--- src/rtl/core_pkg.sv ---
// Shared definitions for the image-core op sequencer: opcodes, FSM states,
// depth and engine select codes, load geometry.
package core_pkg;

   localparam int N_BYTES = 2048;
   localparam int ADDR_W  = $clog2(N_BYTES);

   localparam logic [2:0] ORG_MAX = 3'd6;

   localparam logic [3:0] OP_LOAD     = 4'd0;
   localparam logic [3:0] OP_RIGHT    = 4'd1;
   localparam logic [3:0] OP_LEFT     = 4'd2;
   localparam logic [3:0] OP_UP       = 4'd3;
   localparam logic [3:0] OP_DOWN     = 4'd4;
   localparam logic [3:0] OP_DEPTH_DN = 4'd5;
   localparam logic [3:0] OP_DEPTH_UP = 4'd6;
   localparam logic [3:0] OP_DISPLAY  = 4'd7;
   localparam logic [3:0] OP_CONV     = 4'd8;
   localparam logic [3:0] OP_MEDIAN   = 4'd9;
   localparam logic [3:0] OP_SOBEL    = 4'd10;

   localparam logic [1:0] DEPTH_8  = 2'd0;
   localparam logic [1:0] DEPTH_16 = 2'd1;
   localparam logic [1:0] DEPTH_32 = 2'd2;

   localparam logic [1:0] ENG_DISPLAY = 2'd0;
   localparam logic [1:0] ENG_CONV    = 2'd1;
   localparam logic [1:0] ENG_MEDIAN  = 2'd2;
   localparam logic [1:0] ENG_SOBEL   = 2'd3;

   typedef enum logic [2:0] {
      ST_BOOT,
      ST_IDLE,
      ST_WAIT_OP,
      ST_LOAD,
      ST_EXEC
   } state_t;

   // Engine opcodes are contiguous, so the select code is the offset from OP_DISPLAY.
   function automatic logic [1:0] eng_of_op(input logic [3:0] op);
      logic [3:0] d;
      d = op - OP_DISPLAY;
      return d[1:0];
   endfunction

endpackage

--- src/rtl/core_op_ctrl_if.sv ---
// Opcode and load-byte handshake between the core ports and the sequencer.
interface core_op_ctrl_if;
   logic       op_valid;
   logic [3:0] op_mode;
   logic       op_ready;
   logic       in_valid;
   logic       in_ready;

   modport master (output op_valid, op_mode, in_valid, input op_ready, in_ready);
   modport slave  (input op_valid, op_mode, in_valid, output op_ready, in_ready);
endinterface

--- src/rtl/core_load_agu.sv ---
// Load byte counter / SRAM address generator with terminal-count flag.
module core_load_agu
   import core_pkg::*;
(
   input  logic              clk,
   input  logic              rst_n,
   input  logic              clr,
   input  logic              en,
   output logic [ADDR_W-1:0] count,
   output logic              last
);

   always_ff @(posedge clk) begin
      if (!rst_n || clr)
         count <= '0;
      else if (en)
         count <= count + ADDR_W'(1);
   end

   assign last = (count == ADDR_W'(N_BYTES - 1));

endmodule

--- src/rtl/core_op_ctrl.sv ---
// Top-level op sequencer: opcode handshake, SRAM load, origin/depth regs, engine start.
// Optional build macro CORE_OP_ILLEGAL_FLAG_EN adds the sticky op_err output.
module core_op_ctrl
   import core_pkg::*;
(
   input  logic              clk,
   input  logic              rst_n,
   core_op_ctrl_if.slave     op_if,
   output logic              load_we,
   output logic [ADDR_W-1:0] load_addr,
   output logic              eng_start,
   output logic [1:0]        eng_sel,
   input  logic              eng_done,
   output logic [2:0]        org_x,
   output logic [2:0]        org_y,
   output logic [1:0]        depth
`ifdef CORE_OP_ILLEGAL_FLAG_EN
   ,
   output logic              op_err
`endif
);

   state_t            state;
   logic [ADDR_W-1:0] ld_count;
   logic              ld_last;
   logic              ld_accept;
   logic              ld_clr;

   assign ld_accept = (state == ST_LOAD) && op_if.in_valid && op_if.in_ready;
   assign ld_clr    = (state != ST_LOAD);

   core_load_agu u_agu (
      .clk   (clk),
      .rst_n (rst_n),
      .clr   (ld_clr),
      .en    (ld_accept),
      .count (ld_count),
      .last  (ld_last)
   );

   always_ff @(posedge clk) begin
      if (!rst_n) begin
         state          <= ST_BOOT;
         op_if.op_ready <= 1'b0;
         op_if.in_ready <= 1'b0;
         load_we        <= 1'b0;
         load_addr      <= '0;
         eng_start      <= 1'b0;
         eng_sel        <= ENG_DISPLAY;
         org_x          <= '0;
         org_y          <= '0;
         depth          <= DEPTH_32;
`ifdef CORE_OP_ILLEGAL_FLAG_EN
         op_err         <= 1'b0;
`endif
      end else begin
         op_if.op_ready <= 1'b0;
         eng_start      <= 1'b0;
         load_we        <= 1'b0;
         case (state)
            ST_BOOT: begin
               state          <= ST_IDLE;
               op_if.op_ready <= 1'b1;
            end
            ST_IDLE: state <= ST_WAIT_OP;
            ST_WAIT_OP: begin
               if (op_if.op_valid) begin
                  // Register ops and illegal ops return to IDLE; LOAD/EXEC override below.
                  state          <= ST_IDLE;
                  op_if.op_ready <= 1'b1;
                  case (op_if.op_mode)
                     OP_LOAD: begin
                        state          <= ST_LOAD;
                        op_if.op_ready <= 1'b0;
                        op_if.in_ready <= 1'b1;
                     end
                     OP_RIGHT:    if (org_x != ORG_MAX)  org_x <= org_x + 3'd1;
                     OP_LEFT:     if (org_x != 3'd0)     org_x <= org_x - 3'd1;
                     OP_UP:       if (org_y != 3'd0)     org_y <= org_y - 3'd1;
                     OP_DOWN:     if (org_y != ORG_MAX)  org_y <= org_y + 3'd1;
                     OP_DEPTH_DN: if (depth != DEPTH_8)  depth <= depth - 2'd1;
                     OP_DEPTH_UP: if (depth != DEPTH_32) depth <= depth + 2'd1;
                     OP_DISPLAY, OP_CONV, OP_MEDIAN, OP_SOBEL: begin
                        state          <= ST_EXEC;
                        op_if.op_ready <= 1'b0;
                        eng_start      <= 1'b1;
                        eng_sel        <= eng_of_op(op_if.op_mode);
                     end
                     default: begin
`ifdef CORE_OP_ILLEGAL_FLAG_EN
                        op_err <= 1'b1;
`endif
                     end
                  endcase
               end
            end
            ST_LOAD: begin
               if (ld_accept) begin
                  load_we   <= 1'b1;
                  load_addr <= ld_count;
                  // A fresh map invalidates the viewing window.
                  if (ld_last) begin
                     state          <= ST_IDLE;
                     op_if.op_ready <= 1'b1;
                     op_if.in_ready <= 1'b0;
                     org_x          <= '0;
                     org_y          <= '0;
                     depth          <= DEPTH_32;
`ifdef CORE_OP_ILLEGAL_FLAG_EN
                     op_err         <= 1'b0;
`endif
                  end
               end
            end
            ST_EXEC: begin
               if (eng_done) begin
                  state          <= ST_IDLE;
                  op_if.op_ready <= 1'b1;
               end
            end
            default: state <= ST_BOOT;
         endcase
      end
   end

endmodule
--- src/flat_wrapper.sv ---
// flat-port wrapper written by rule: the top's interface ports become plain ports
module core_op_ctrl_flat import core_pkg::*;
  (clk, rst_n, load_we, load_addr, eng_start, eng_sel, eng_done, org_x, org_y, depth, op_if_op_valid, op_if_op_mode, op_if_in_valid, op_if_op_ready, op_if_in_ready);
  core_op_ctrl_if op_if_i ();
  input  logic clk;
  input  logic rst_n;
  output logic load_we;
  output logic [ADDR_W-1:0] load_addr;
  output logic eng_start;
  output logic [1:0] eng_sel;
  input  logic eng_done;
  output logic [2:0] org_x;
  output logic [2:0] org_y;
  output logic [1:0] depth;
  input wire logic [$bits(op_if_i.op_valid)-1:0] op_if_op_valid;
  input wire logic [$bits(op_if_i.op_mode)-1:0] op_if_op_mode;
  input wire logic [$bits(op_if_i.in_valid)-1:0] op_if_in_valid;
  output wire logic [$bits(op_if_i.op_ready)-1:0] op_if_op_ready;
  output wire logic [$bits(op_if_i.in_ready)-1:0] op_if_in_ready;
  assign op_if_i.op_valid = op_if_op_valid;
  assign op_if_i.op_mode = op_if_op_mode;
  assign op_if_i.in_valid = op_if_in_valid;
  assign op_if_op_ready = op_if_i.op_ready;
  assign op_if_in_ready = op_if_i.in_ready;
  core_op_ctrl u_core (.clk(clk), .rst_n(rst_n), .op_if(op_if_i), .load_we(load_we), .load_addr(load_addr), .eng_start(eng_start), .eng_sel(eng_sel), .eng_done(eng_done), .org_x(org_x), .org_y(org_y), .depth(depth));
endmodule
--- config.mk ---
export PLATFORM = sky130hd
export DESIGN_NAME = core_op_ctrl_flat
export DESIGN_NICKNAME = d
export VERILOG_FILES = /design/src/rtl/core_pkg.sv /design/src/rtl/core_op_ctrl_if.sv /design/src/rtl/core_load_agu.sv /design/src/rtl/core_op_ctrl.sv /design/src/flat_wrapper.sv
export SDC_FILE = /design/constraint.sdc
export NUM_CORES = 1
export LEC_CHECK = 0
export CAP_MARGIN = 20
export CORE_MARGIN = 5
export CORE_UTILIZATION = 50
export CTS_CLUSTER_DIAMETER = 60
export DETAILED_ROUTE_END_ITERATION = 8
export PLACE_DENSITY = 0.72
export SLEW_MARGIN = 15
export SYNTH_ARGS = -nofsm -noshare
export SYNTH_HDL_FRONTEND = slang
export SYNTH_HIERARCHICAL = 1
export SYNTH_SLANG_ARGS = --single-unit
--- constraint.sdc ---
create_clock -name clk -period 2.8 [get_ports clk]
set_input_delay 0.56 -clock clk [delete_from_list [all_inputs] [get_ports clk]]
set_output_delay 0.56 -clock clk [all_outputs]
set_load 0.005 [all_outputs]
# Word-level counts from Yosys, hierarchy flattened
# Cells that the tools add are included.
# word_totals
register_bits	39
latchBits	0
ram_bits	0
rom_bits	0
input_bits	9
word_cells	111
memories	0
# classes
addsub	8
multipliers	0
div	0
order_cmp	0
n_eq_ne	33
shift	0
n_mux	38
n_bitwise	0
n_reduce_logical	21
# op_table
operator	count
$mux 3	12
$pmux 3 s2	5
$ne 3x2->1 const B	8
$reduce_and 7->1	3
$eq 4x3->1 const B	4
$pmux 3 s5	1
$eq 4x4->1 const B	3
$ne 3x3->1 const B	4
$add 11x1->11 const B	1
$eq 11x11->1 const B	1
$mux 1	11
$mux 2	5
$eq 4x2->1 const B	2
$ne 2x2->1 const B	4
$pmux 2 s2	2
$add 3x1->3 const B	2
$eq 3x2->1 const B	2
$reduce_and 3->1	2
$reduce_bool 3->1	2
$sub 3x1->3 const B	2
$reduce_and 5->1	1
$reduce_or 5->1	1
$eq 4x1->1 const B	1
$logic_not 4->1	1
16 further kinds	20

# Longest topological paths before layout
# Gate-level depths: netlist (run 1).
# depth
depth_word	5
mapped_depth	9
depth_no_buf	8

# Modules after synthesis
# Netlist (run 1), hierarchy kept.
# by_module_without_submodules
mod	instances	cells_each	area_per_inst_um2	seq_area_each_um2
core_op_ctrl	1	186	1582.8	560.5
core_load_agu	1	57	514.2	220.2

# Worst setup path after synthesis (run 1)
# OpenSTA, ideal clock, no wires.
# synth_path
path_type	reg2reg
from	register u_core.state[0]
to	register u_core.u_agu.count[9]
t_arrival_ps	1888
path_slack_ps	842
path_stages_with_launch	10
n_path_buf	3
period_less_slack_ps	1958
cell_sequence	dfxtp_1 > buf_4 > and3b_1 > nand3_1 > inv_1 > buf_4 > buf_2 > nand3_1 > or4_1 > a21oi_1
# synth_via
elab_chain_len	3
# synth_rtl
element	line	source
from (decl)	core_op_ctrl.sv:23	state_t state;
from (signal assigned)	core_op_ctrl.sv:43	state <= ST_BOOT;
from (signal assigned)	core_op_ctrl.sv:62	state <= ST_IDLE;
from (signal assigned)	core_op_ctrl.sv:65	ST_IDLE: state <= ST_WAIT_OP;
$eq 3x2->1	core_op_ctrl.sv:29	assign ld_accept = (state == ST_LOAD) && op_if.in_valid && op_if.in_ready;
$logic_and 1x1->1 (2 in a row)	core_op_ctrl.sv:29	
net u_core.ld_accept	core_op_ctrl.sv:26	logic ld_accept;
to (signal assigned)	core_load_agu.sv:17	count <= count + ADDR_W'(1);
to (decl)	core_load_agu.sv:9	output logic [ADDR_W-1:0] count,
# The timed path passes the listed nets, and every way through them passes these cells.
# A chain may end at the register's enable or synchronous reset.

# Worst setup path in the final report (run 1)
# layout_path
from	input port op_if_op_mode[0]
to	register u_core.org_y[2]
# layout_via
elab_chain_len	4
# layout_rtl
element	line	source
from (decl)	flat_wrapper.sv:16	input wire logic [$bits(op_if_i.op_mode)-1:0] op_if_op_mode;
$eq 4x3->1 / $eq 4x2->1 (equally long branches)	core_op_ctrl.sv:71	case (op_if.op_mode)
$pmux 3 s2	core_op_ctrl.sv:71	
$mux 3	core_op_ctrl.sv:67	if (op_if.op_valid) begin
$pmux 3 s2	core_op_ctrl.sv:60	case (state)
to (signal assigned)	core_op_ctrl.sv:79	OP_UP: if (org_y != 3'd0) org_y <= org_y - 3'd1;
to (signal assigned)	core_op_ctrl.sv:80	OP_DOWN: if (org_y != ORG_MAX) org_y <= org_y + 3'd1;
to (decl)	core_op_ctrl.sv:15	output logic [2:0] org_y,
# Parallel ways exist; a longest one is shown, timed or not. The select of a mux whose other input is x is not followed.

==> results of run 1 <==
[report_power, final]
group | internal [µW] | switching [µW] | leakage [µW]
clock network | 265 | 201 | 0.0000581
logic | 70.1 | 75.4 | 0.000520
registers | 567 | 22.2 | 0.000315
[worst max-delay path, delay by kind of cell]
kind	cells	cell delay, ps
AO/OA/AOI/OAI	1	180
XOR/XNOR	1	220
adder cells (fa/ha/maj)	2	650
buffers and inverters	3	670
AND/OR/NAND/NOR	2	250
[worst paths after layout]
path | depth (start not counted) | endpoint | start | slack, ps
hold / removal | 2 | u_core/load_addr[1]$_SDFFE_PN0P_ | u_core/load_addr[1]$_SDFFE_PN0P_ | 460
setup / recovery | 9 | u_core/org_y[2]$_SDFFE_PN0P_ | op_if_op_mode[0] | 480
setup reg to reg | 6 | u_core/u_agu/count[7]$_SDFFE_PP0P_ | u_core/state[0]$_SDFFE_PN0P_ | 620
hold reg to reg | 2 | u_core/load_addr[1]$_SDFFE_PN0P_ | u_core/load_addr[1]$_SDFFE_PN0P_ | 460
[layout make-up]
| type | count | share of cell area |
|---|---|---|
| clock inverters | 3 | 0.0171 |
| well taps | 50 | 0.0245 |
| inverters | 11 | 0.0162 |
| repair buffers | 37 | 0.141 |
| flip-flops and latches | 39 | 0.306 |
| multi-input cells | 181 | 0.468 |
| clock buffers | 5 | 0.0269 |
[flip-flops by register name (all words and copies together), names as in the netlist, 2 cells and up]
register            count
u_core/depth            2
u_core/org_y            3
u_core/state            3
u_core/load_addr       11
u_core/org_x            3
u_core/eng_sel          2
u_core/u_agu/count     11
[Yosys cell counts, drive strengths merged (3+ instances only)]
cell type / number
nand2: 30
inv: 11
or3: 3
o21ai: 5
nor3: 3
buf: 8
xnor2: 3
or4: 3
ha: 5
dfxtp: 39
nand3: 17
or2: 3
clkbuf: 4
o31ai: 4
mux2i: 4
nor2: 15
nand2b: 5
xor2: 4
a31oi: 3
a21oi: 22
nand4: 7
[metrics by stage]
step	cell area, µm²	std cells
2_1_floorplan	2100	243
3_5_place_dp	2440	318
3_3_place_gp	2440	318
4_1_cts	2550	326
6_report	2550	326
5_1_grt	2550	326
[cell families (layout without fill, tap and decap cells)]
family / count (synthesis) / count (layout) / share of synthesized area
simple gates: 104 / 104 / 0.275
xor+xnor: 7 / 7 / 0.0292
buf+inv: 23 / 56 / 0.0573
compound gates: 58 / 58 / 0.193
fa+ha+maj: 7 / 7 / 0.0489
flops: 39 / 39 / 0.372
mux: 5 / 5 / 0.0245
[per-layer routing]
metal | track usage | vias up | wire [µm]
met2 | 0.326 | 43 | 2400
met5 | 0 | - | 0
met3 | 0.0254 | 6 | 187
met1 | 0.247 | 889 | 2260
li1 | - | 949 | -
met4 | 0.0731 | 0 | 63
==> summary.md, run 1 <==
| Metric | Value |
|---|---|
| Hold violation count in the final report | 0 |
| Fin nets | between 200 and 300 |
| Total Negative Setup Slacks | 0 ps |
| Crit Path Max Fanout | 5 |
| First-pass GRT wire length | between 8 and 9 mm |
| Multi-input gate area | 0.00120 mm² |
| Worst-margin pin slew | 550 ps |
| Kind of critical path | input pin to register |
| Pwr/cell area | 470 mW/mm² |
| Synth Register Bits | 39 |
| LEAKAGE | slightly below 0.0009 µW |
| Tot Pwr | ~1200 µW |
| Yosys top cell area share | 0.372 |
| # fillers | between 300 and 400 |
| Initial antenna violation count | 0 |
| Post-synth top area cell | dfxtp_1 |
| Cell variety after synth | 67 |
| Drt drc | 0 |
| Final period utilization | 0.830 |
| Share of layout cells above drive strength 1 | 0.0797 |
| Most numerous cell on the critical path | inv_1 |
| RSZ-0062 raised after global routing | false |
| Mapped cell area | about 0.0021 mm² |
| Fmax achieved | roughly 430 MHz |
| VDD IR max | 231 µV |
| Post-Route WL | about 5 mm |
| Minimum clock period | around 2300 ps |
| CTS Sinks | 39 |
| Std-Cell Rows | 23 |
| CTS tree | done |
| Post-cts gate resize count | 0 |
| Total core area | ~0.0040 mm² |
| Largest net degree at the start of global routing | 17 |
| Register area | 781 µm² |
| DP HPWL | roughly 3.6 mm |
| Overall global routing resource usage | 0.192 |
| Port Buffers | 33 |
| Horiz. Die Dim | 74.8 µm |
| Die height | 74.8 µm |
| I/O pin count | 34 |
| Commonest cells after routing, fill and taps aside | dfxtp_1, clkdlybuf4s50_1, nand2_1 |
| GRT Residual Overflow | 0 |
| Clock buffer depth | 2 |
| Most common cell after layout, fill and taps aside | dfxtp_1 |
| Vias | 1887 |
| Nature of the critical path startpoint | input pin |
| Crit-path slowest cell | clkdlybuf4s50_1 |
| Synth Flop Type | dfxtp_1 |
| Vias/cell | ~5.8 |
| Iter 0 DRT Violations | between 100 and 150 |
| Setup bufs post-CTS | 0 |
| CTS Buf Count | 5 |
| Die area | around 0.0056 mm² |
| CP endpoint kind | register |
| Synthesized area per cell | about 8.6 µm² |
| Detail Route Antenna Nets | 0 |
| Mapped Nets | about 260 |
| Max-slew violation count | 0 |
| Vias in the first global route | ~1800 |
| Max_slew headroom | 0.633 |
| Highest cell delay on the worst timing path | about 530 ps |
| Util after Layout | 0.634 |
| Async SR Flop Fraction | 0 |
| Reg clk slew, reported paths | 80 ps |
| Critical-path cell list | clkdlybuf4s50_1 > inv_1 > ha_1 > nand3b_4 > inv_1 > fa_1 > xnor2_1 > nand4bb_1 > o211ai_1 |
| Tightest Hold Check Type | register to register |
| Routed wire per std cell | 15.0 µm |
| Status | finished clean |
| DR pass1 iterations | 4 |
| Final setup margin | approximately 480 ps |
| Worst-skew pair later-pin latency | between 200 and 300 ps |
| Worst Path Required | around 3000 ps |
| # Max-Cap Violations | 0 |
| Seq/Total Area, Yosys | 0.372 |
| Number of H-tree levels | 2 |
| Setup WS pre-CTS | around 170 ps |
| Initial core utilization | 0.520 |
| CP arrival | 2530 ps |
| Clock skew | around 4.3 ps |
| Leading post-synthesis cells by cell area | dfxtp_1, nand2_1, a21oi_1 |
| # diodes | 0 |
| Synthesis-to-layout area growth | 21.8% |
| Final RePlAce weighted congestion | slightly below 0.9 |
| Hold_buf cts | 0 |
| Hold Slack | roughly 460 ps |
| EDFF count, synth | 0 |
| Synth Instances | 243 |
| Setup violators final | 0 |
| Clk Tree Root Cell | clkbuf_8 |
| YS warnings | 6 |
Power figures use the tool's default switching activity.
==> inputs of run 2 (changes only) <==
- clock period: 2.8 -> 2.41 ns (I/O delays scaled with it)
==> run 2 against run 1 <==
  * First-iteration DRC count decreased by 4.5%
  * Sequential share of layout area is 0.87 points lower
  * Via count increased by 1.4%
  * Power grew 17%
  * Cell count rose by 2.8%
  * Clock-buffer cell count did not move
  * Clock skew is essentially flat
  * Cell area up 2.9%
  * Register-to-register slack got worse by 330 ps
  * Setup slack got worse by 220 ps
  * Critical endpoint unchanged
  * Largest cell class unchanged
  * Clock power rose by 17%
==> summary.md, run 2 (synthesis results as in run 1) <==
| Metric | Value |
|---|---|
| Status | finished clean |
| Number of buffers and inverters on the critical path | 3 (unchanged) |
| Nature of the critical path startpoint | input pin |
| Share of layout cells above drive strength 1 | 0.109 (+0.0291) |
| Tightest Hold Check Type | register to register |
| Hold violation count in the final report | 0 (unchanged) |
| Highest cell delay on the worst timing path | 500 ps (-30 ps) |
| Number of H-tree levels | 2 (unchanged) |
| Cell depth of the worst setup path | 9 (unchanged) |
| Horiz. Die Dim | 74.8 µm (unchanged) |
| Fin nets | 300 (+3.1%) |
| Crit path to | u_core/org_y[2]$_SDFFE_PN0P_ |
| Clk Tree Root Cell | clkbuf_8 |
| RSZ-0062 raised after global routing | false |
| R2r endpoint | u_core/org_y[1]$_SDFFE_PN0P_ |
| Port Buffers | 33 (unchanged) |
| Worst reg2reg path startpoint | u_core/u_agu/count[0]$_SDFFE_PP0P_ |
| Setup violators final | 0 (unchanged) |
| GRT Residual Overflow | 0 (unchanged) |
| Post-Route WL | 4.87 mm (-0.75%) |
| DR pass1 iterations | 4 (unchanged) |
| Tot Pwr | 1410 µW (+17%) |
| Fmax achieved | 465 MHz |
| Total core area | 0.00403 mm² (unchanged) |
| # diodes | 0 (unchanged) |
| Largest net degree at the start of global routing | 15 (-2) |
| CP endpoint kind | register |
| Hold_buf cts | 0 (unchanged) |
| Setup WS pre-CTS | -43.1 ps (-216 ps) |
| Initial antenna violation count | 0 (unchanged) |
| Worst Path Required | 2630 ps (-380 ps) |
| Die height | 74.8 µm (unchanged) |
| Overall global routing resource usage | 0.189 (-0.00256) |
| Most common cell after layout, fill and taps aside | dfxtp_1 |
| Clock skew | 4.18 ps (-0.115 ps) |
| Final RePlAce weighted congestion | 0.833 (-4.2%) |
| Die area | 0.00559 mm² (unchanged) |
| DP HPWL | 3.61 mm (-0.11%) |
| # fillers | 364 (unchanged) |
| CTS Buf Count | 5 (unchanged) |
| Setup bufs post-CTS | 0 (unchanged) |
| # Max-Cap Violations | 0 (unchanged) |
| LEAKAGE | 0.000937 µW (+4.9%) |
| Register area | 781 µm² (unchanged) |
| Initial core utilization | 0.520 (unchanged) |
| Total Negative Setup Slacks | 0 ps (unchanged) |
| VDD IR max | 306 µV (+33%) |
| Kind of critical path | input pin to register |
| Crit-path slowest cell | clkdlybuf4s50_1 |
| Crit Path Max Fanout | 5 (unchanged) |
| Multi-input gate area | 0.00120 mm² (+0.63%) |
| CP arrival | 2370 ps (-160 ps) |
| Vias in the first global route | 1804 (-1.4%) |
| Register-to-Register Setup Slack | 290 ps (-330 ps) |
| Max-slew violation count | 0 (unchanged) |
| Final Non-Filler Cells | 335 (+2.8%) |
| Reg clk slew, reported paths | 80 ps (about the same) |
| CTS Sinks | 39 (unchanged) |
| Vias/cell | 5.71 (-1.3%) |
| Clock buffer depth | 2 (unchanged) |
| Final period utilization | 0.893 |
| Final setup margin | 258 ps (-219 ps) |
| Max_slew headroom | 0.734 (+0.101) |
| Routed wire per std cell | 14.5 µm (-3.4%) |
| Critical-path cell list | clkdlybuf4s50_1 > inv_1 > ha_1 > nand3b_4 > inv_1 > fa_1 > xnor2_1 > nand4bb_1 > o211ai_1 |
| Util after Layout | 0.652 (+0.0186) |
| Worst-margin pin slew | 398 ps (-152 ps) |
| Commonest cells after routing, fill and taps aside | dfxtp_1, clkdlybuf4s50_1, nand2_1 |
| Delay-heaviest family, CP | buffers and inverters |
| CTS tree | done |
| Top flop regs | u_core/load_addr (11), u_core/u_agu/count (11) |
| Most numerous cell on the critical path | inv_1 |
| Detail Route Antenna Nets | 0 (unchanged) |
| Pwr/cell area | 535 mW/mm² (+14%) |
| I/O pin count | 34 (unchanged) |
| Synthesis-to-layout area growth | 25.4% |
| Minimum clock period | 2150 ps |
| Depth of the worst register-to-register path | 7 (+1) |
| Placed insts | 327 (+2.8%) |
| Std-Cell Rows | 23 (unchanged) |
| First-pass GRT wire length | 8.11 mm (-3.8%) |
| Critical Path Start | op_if_op_mode[1] |
| Vias | 1913 (+1.4%) |
| Iter 0 DRT Violations | 106 (-4.5%) |
| Drt drc | 0 (unchanged) |
| Worst-skew pair later-pin latency | 290 ps (about the same) |
## run 2: power breakdown
part / internal (µW) / total [µW] / switching, µW
sequential: 658 / 675 / 17.0
combinational: 90.8 / 186 / 95.7
clock: 308 / 545 / 237
total: 1060 / 1410 / 349
## run 2: layout make-up
class                           count  area share
Clock buffer                        5      0.0262
Clock inverter                      3      0.0167
Inverter                           11      0.0157
Multi-Input combinational cell    181       0.458
Sequential cell                    39       0.297
Tap cell                           50      0.0238
Timing Repair Buffer               46       0.163
## run 2: per-layer routing
layer / up-vias / wire (µm) / track usage
li1: 970 / - / -
met1: 901 / 2240 / 0.234
met2: 36 / 2390 / 0.323
met3: 6 / 161 / 0.0334
met4: 0 / 75 / 0.0810
met5: - / 0 / 0
## run 2: repair_timing
action	4_1_cts	5_1_grt
hold endpoints to repair	0	0
resized for setup	0	1
setup endpoints to repair	0	1
## run 2: worst min-delay path by stage
stage                                  startpoint                          endpoint  slack [ps]  depth (start not counted)
4_1_cts          u_core/load_addr[7]$_SDFFE_PN0P_  u_core/load_addr[7]$_SDFFE_PN0P_         460                          2
3_3_place_gp     u_core/load_addr[5]$_SDFFE_PN0P_  u_core/load_addr[5]$_SDFFE_PN0P_         440                          2
6_report         u_core/load_addr[4]$_SDFFE_PN0P_  u_core/load_addr[4]$_SDFFE_PN0P_         460                          2
2_1_floorplan  u_core/u_agu/count[8]$_SDFFE_PP0P_  u_core/load_addr[8]$_SDFFE_PN0P_         450                          2
5_1_grt          u_core/load_addr[7]$_SDFFE_PN0P_  u_core/load_addr[7]$_SDFFE_PN0P_         480                          2
3_5_place_dp     u_core/load_addr[4]$_SDFFE_PN0P_  u_core/load_addr[4]$_SDFFE_PN0P_         450                          2
## run 2: through the flow
step                      hold slack, ps  instance area (µm²)
after floorplan                      450                 2100
after global placement               442                 2510
after detailed placement             451                 2510
after CTS                            462                 2620
after global routing                 481                 2630
final                                458                 2630
## run 2: worst reg2reg max path: stages (launching register included)
cell	delay [ps]
dfxtp_1	420
ha_1	280
nand3_1	100
nor3_1	220
nand4_1	260
a21oi_4	350
nor3b_1	250
o32ai_1	120
